==> src/rtl/vga_pkg.sv <==
// Shared constants and types for the VGA framebuffer arbiter slice.
package vga_pkg;

    localparam int          PIX_W = 24;
    localparam logic [23:0] BLACK = 24'h0;

    typedef enum logic {
        IDLE,
        CLEAR
    } clr_state_t;

endpackage

==> src/rtl/vga_wr_fifo.sv <==
// Small synchronous FIFO that holds posted CPU pixel writes until a blanking slot frees the RAM.
module vga_wr_fifo #(
    parameter int depth = 4,
    parameter int width = 38
) (
    input  logic             pclk,
    input  logic             reset,
    input  logic             push,
    input  logic             pop,
    input  logic [width-1:0] wdata,
    output logic [width-1:0] rdata,
    output logic             full,
    output logic             empty
);

    localparam int aw = $clog2(depth);
    localparam int cw = $clog2(depth + 1);

    logic [width-1:0] mem [depth];
    logic [aw-1:0]    wr_ptr;
    logic [aw-1:0]    rd_ptr;
    logic [cw-1:0]    count;

    assign full  = (count == cw'(depth));
    assign empty = (count == '0);
    assign rdata = mem[rd_ptr];

    // Depth is a power of two, so the pointers wrap on their own.
    always_ff @(posedge pclk) begin
        if (reset) begin
            wr_ptr <= '0;
            rd_ptr <= '0;
            count  <= '0;
        end else begin
            if (push) begin
                mem[wr_ptr] <= wdata;
                wr_ptr      <= wr_ptr + 1'b1;
            end
            if (pop) begin
                rd_ptr <= rd_ptr + 1'b1;
            end
            if (push && !pop) begin
                count <= count + 1'b1;
            end else if (pop && !push) begin
                count <= count - 1'b1;
            end
        end
    end

endmodule

==> src/rtl/vga_fb_arbiter.sv <==
// Single-port framebuffer arbiter: display reads always win, clear engine and posted
// CPU writes use the blanking slots.
module vga_fb_arbiter
    import vga_pkg::*;
#(
    parameter int h_size     = 100,
    parameter int v_size     = 100,
    parameter int fifo_depth = 4,
    localparam int fb_aw = $clog2(h_size * v_size),
    localparam int hw    = $clog2(h_size),
    localparam int vw    = $clog2(v_size)
) (
    input  logic             pclk,
    input  logic             reset,
    input  logic             valid,
    input  logic [hw-1:0]    h_addr,
    input  logic [vw-1:0]    v_addr,
    output logic [PIX_W-1:0] vga_data,
    input  logic             cpu_wvalid,
    output logic             cpu_wready,
    input  logic [fb_aw-1:0] cpu_waddr,
    input  logic [PIX_W-1:0] cpu_wdata,
    input  logic             clr_start,
    input  logic [PIX_W-1:0] clr_color,
    output logic             clr_busy,
    output logic             mem_en,
    output logic             mem_we,
    output logic [fb_aw-1:0] mem_addr,
    output logic [PIX_W-1:0] mem_wdata,
    input  logic [PIX_W-1:0] mem_rdata
);

    localparam logic [fb_aw-1:0] last_addr = fb_aw'(h_size * v_size - 1);

    clr_state_t       state_q, state_d;
    logic [fb_aw-1:0] clr_cnt_q, clr_cnt_d;
    logic [PIX_W-1:0] clr_color_q, clr_color_d;
    logic             rd_pend_q;
    logic             rd_slot;

    logic [fb_aw-1:0] disp_addr;
    logic             fifo_push, fifo_pop, fifo_full, fifo_empty;
    logic [fb_aw+PIX_W-1:0] fifo_head;

    assign disp_addr = fb_aw'(v_addr) * fb_aw'(h_size) + fb_aw'(h_addr);

    assign cpu_wready = ~fifo_full;
    assign fifo_push  = cpu_wvalid & cpu_wready;
    assign clr_busy   = (state_q == CLEAR);
    assign vga_data   = rd_pend_q ? mem_rdata : BLACK;

    vga_wr_fifo #(
        .depth (fifo_depth),
        .width (fb_aw + PIX_W)
    ) u_wr_fifo (
        .pclk  (pclk),
        .reset (reset),
        .push  (fifo_push),
        .pop   (fifo_pop),
        .wdata ({cpu_waddr, cpu_wdata}),
        .rdata (fifo_head),
        .full  (fifo_full),
        .empty (fifo_empty)
    );

    always_ff @(posedge pclk) begin
        if (reset) begin
            state_q     <= IDLE;
            clr_cnt_q   <= '0;
            clr_color_q <= BLACK;
            rd_pend_q   <= 1'b0;
        end else begin
            state_q     <= state_d;
            clr_cnt_q   <= clr_cnt_d;
            clr_color_q <= clr_color_d;
            rd_pend_q   <= rd_slot;
        end
    end

    // Fixed-priority slot choice; clr_start is applied last so it restarts even mid-clear.
    always_comb begin
        state_d     = state_q;
        clr_cnt_d   = clr_cnt_q;
        clr_color_d = clr_color_q;
        rd_slot     = 1'b0;
        fifo_pop    = 1'b0;
        mem_en      = 1'b0;
        mem_we      = 1'b0;
        mem_addr    = disp_addr;
        mem_wdata   = clr_color_q;

        if (valid) begin
            rd_slot = 1'b1;
            mem_en  = 1'b1;
        end else if (state_q == CLEAR) begin
            mem_en   = 1'b1;
            mem_we   = 1'b1;
            mem_addr = clr_cnt_q;
            if (clr_cnt_q == last_addr) begin
                state_d = IDLE;
            end else begin
                clr_cnt_d = clr_cnt_q + 1'b1;
            end
        end else if (!fifo_empty) begin
            mem_en    = 1'b1;
            mem_we    = 1'b1;
            mem_addr  = fifo_head[fb_aw+PIX_W-1:PIX_W];
            mem_wdata = fifo_head[PIX_W-1:0];
            fifo_pop  = 1'b1;
        end

        if (clr_start) begin
            state_d     = CLEAR;
            clr_cnt_d   = '0;
            clr_color_d = clr_color;
        end
    end

endmodule

==> config.mk <==
export PLATFORM = sky130hd
export DESIGN_NAME = vga_fb_arbiter
export DESIGN_NICKNAME = d
export VERILOG_FILES = /design/src/rtl/vga_pkg.sv /design/src/rtl/vga_wr_fifo.sv /design/src/rtl/vga_fb_arbiter.sv
export SDC_FILE = /design/constraint.sdc
export NUM_CORES = 1
export LEC_CHECK = 0
export ABC_CLOCK_PERIOD_IN_PS = 14500
export CAP_MARGIN = 20
export CORE_MARGIN = 3
export CORE_UTILIZATION = 47
export DETAILED_ROUTE_END_ITERATION = 7
export PLACE_DENSITY = 0.79
export SYNTH_ARGS = -nofsm -noshare
export SYNTH_HDL_FRONTEND = slang
export SYNTH_HIERARCHICAL = 1
export SYNTH_SLANG_ARGS = --single-unit
==> constraint.sdc <==
create_clock -name pclk -period 14.5 [get_ports pclk]
set_input_delay 2.9 -clock pclk [delete_from_list [all_inputs] [get_ports pclk]]
set_output_delay 2.9 -clock pclk [all_outputs]
set_load 0.02 [all_outputs]
==> flow_summary.ini <==
[critical_path]
path_max_fanout = 4
reg2reg_from = u_wr_fifo/count[1]
timing.rr.end = u_wr_fifo/count[2]
r2r_setup_slack_ns = 11.76
worstPathRequired_ns = 11.60
worstPathArrival_ns = 6.95
cp-startpoint = v_addr[2]
critical_path_class = input pin to output port
ff2ff_path_depth = 11
end_kind = output port
start_kind = input pin
crit_end = mem_addr[13]

[power]
pwr-share-comb = 0.276
p_per_area_nw_per_um2 = 143
p_leak_nw = 4.13
swShare = 0.273
ir_drop_uv = 96.6
p_int_mw = 1.22
sequentialPowerShare = 0.405
netSwitchingPower_uw = 460
clkPwrFrac = 0.319
power_mw = 1.68

[cells_and_area]
fill_cells = 1399
drive_above_1_share = 0.148
diodes = 0
area_delta_synth_final_pct = 28.6
layout.nets = 927

[sta]
hold_viol = 0
slew_headroom = 0.283
final.setup_skew_ns = 0.0121
setup_viol = 0
fin_crit_sh = 0.679
slew_viol_final = 0
fmax_ghz = 0.102
layout_setup_ws_ns = 4.65
period_needed_ns = 9.85
worst_pin_slew_ns = 1.08
setup_tns_ns = 0
rsz0062_at_grt = false

[global_routing]
antenna_found_initial = 1
grt_pass1_vias = 6038
grt_overflow = 0
grt_use_total = 0.181
grt_pass1_wl_mm = 31.2
grt_max_degree = 39

[hold_path]
hp-class = flop to flop

[placement]
gp_congestion = 0.852
pre_cts_ws_ns = 4.64
portBuffers = 170
dp_hpwl_mm = 13.4

[cts]
clock-sinks = 201
clk_pin_slew_ns = 0.06
cts_tree = done
cts_hold_buf = 0
htreeDepth = 1
root_buffer = clkbuf_16
cts_resized = 0
insertion_delay_ns = 0.49
postCtsSetupBuffers = 0
cts_buffers = 20
clockBufferDepth = 3

[yosys]
avgSynthCellArea_um2 = 14.9
synth_edf_count = 152
async_flop_share = 0
netlist_area_um2 = 9140
synth_nets = 759
yosysTopAreaCell = edfxtp_1
synth_area_leaders = edfxtp_1 (50%), dfxtp_1 (11%), mux4_2 (9.4%)
ys_warn_count = 6
synth_seq_cells = 201
ys_seq_area_frac = 0.606
yosys.area.top_type_share = 0.499
synth_cells = 613
yosysUniqueCellTypes = 48
synthFlopType = edfxtp_1

[job]
maxCapViolations = 0

[routing]
drtPass1Iterations = 4
dr_total_vias = 5631
wl_mm = 19.6
drt-vias-per-instance = 5.34
drc = 0
initialDrtViolationCount = 352
routedWlPerCell_um = 18.6
ant_nets = 0

[floorplan]
coreArea_um2 = 18900
die_x_um = 145
pin_count = 171
dieHeight_um = 145
num_rows = 50
floorplan.initialDensity = 0.484
dieArea_um2 = 21200

[run_status]
status = finished clean
## sequential cells by signal, summed over array words and instances (netlist names), named ones only
register / count
rd_pend_q: 1
clr_color_q: 24
u_wr_fifo/rd_ptr: 2
clr_cnt_q: 14
u_wr_fifo/count: 3
clr_busy: 1
u_wr_fifo/wr_ptr: 2
u_wr_fifo/mem: 152
## power groups by stage
| stage | Clock (mW) | Sequential [mW] | Combinational, mW |
|---|---|---|---|
| 6_report | 0.537 | 0.683 | 0.465 |
| 5_1_grt | 0.573 | 0.688 | 0.501 |
| 4_1_cts | 0.548 | 0.684 | 0.469 |
| 3_5_place_dp | 0 | 0.696 | 0.466 |
| 3_3_place_gp | 0 | 0.692 | 0.454 |
| 2_1_floorplan | 0 | 0.681 | 0.305 |
## routing by layer
metal  up-vias  share of wire  GRT usage
met5         -        0.00056          0
met4         2          0.015     0.0413
met3        26          0.086     0.0517
met2       213           0.50      0.325
met1      2748           0.40      0.219
li1       2642              -          -
## critical path, cell delays in order
cell and delay [ns]:
clkdlybuf4s50_1 0.48, ha_1 0.32, ha_1 0.31, fa_1 0.46, ha_1 0.35, nor2_1 0.22
nor3b_2 0.12, nor3_1 0.29, nand2_1 0.19, nor4_4 0.28, mux2_1 0.35, nand3_1 0.08
clkdlybuf4s50_1 0.60
## final cells by class
class	instances	area (µm²)	share of cell area
clock buffer	28	582	0.0495
inverter	19	71.3	0.00607
timing repair buffer	175	1740	0.148
multi-input combinational	364	3380	0.287
tap	260	325	0.0277
sequential	201	5550	0.472
clock inverter	8	116	0.00990
## worst min path at each step
stage / from / end / cells after the start
global route: clr_color_q[5] / clr_color_q[5] / 2
finish: clr_color_q[0] / clr_color_q[0] / 2
detailed placement: clr_color_q[12] / clr_color_q[12] / 2
global placement: clr_color_q[0] / clr_color_q[0] / 2
CTS: clr_color_q[0] / clr_color_q[0] / 2
floorplan: clr_color_q[0] / clr_color_q[0] / 2
## cells in the final DEF, fill, tap and decap left out, types with 22 or more instances in the layout
master,n
mux2i_1,28
nor2_1,57
mux2_2,24
and2_1,24
ha_1,37
edfxtp_1,152
clkdlybuf4s50_1,169
dfxtp_1,47
o21ai_0,22
mux4_2,38
## cell usage after synthesis (all sizes together) (3+ instances only)
cell type	n
and3	5
edfxtp	152
or3	5
clkbuf	18
nand2b	3
and2	28
a21oi	12
xnor2	12
or2	4
fa	4
ha	37
mux2	26
o21ai	22
xor2	13
nand3	5
mux2i	28
a22oi	16
nand4	5
nor2	57
nor2b	7
nand2	14
dfxtp	49
mux4	38
buf	11
inv	19
nor3	7
## logic make-up (layout without fill, tap and decap cells)
group / after synthesis / in the layout / synth area share
compound gates: 61 / 61 / 0.0458
xor+xnor: 25 / 25 / 0.0239
fa+ha+maj: 41 / 41 / 0.0594
buf+inv: 48 / 230 / 0.0255
flops: 201 / 201 / 0.606
mux: 92 / 92 / 0.156
simple gates: 145 / 145 / 0.0826
## through the flow
step / instance area [µm²] / std cells / hold slack (ns) / utilization
2_1_floorplan: 9140 / 613 / 0.456 / -
3_3_place_gp: 11000 / 1018 / 0.468 / 0.585
3_5_place_dp: 11000 / 1018 / 0.482 / 0.585
4_1_cts: 11700 / 1054 / 0.497 / 0.622
5_1_grt: 11800 / 1055 / 0.534 / 0.622
6_report: 11800 / 1055 / 0.493 / 0.622
(Power assumes the default switching activity.)
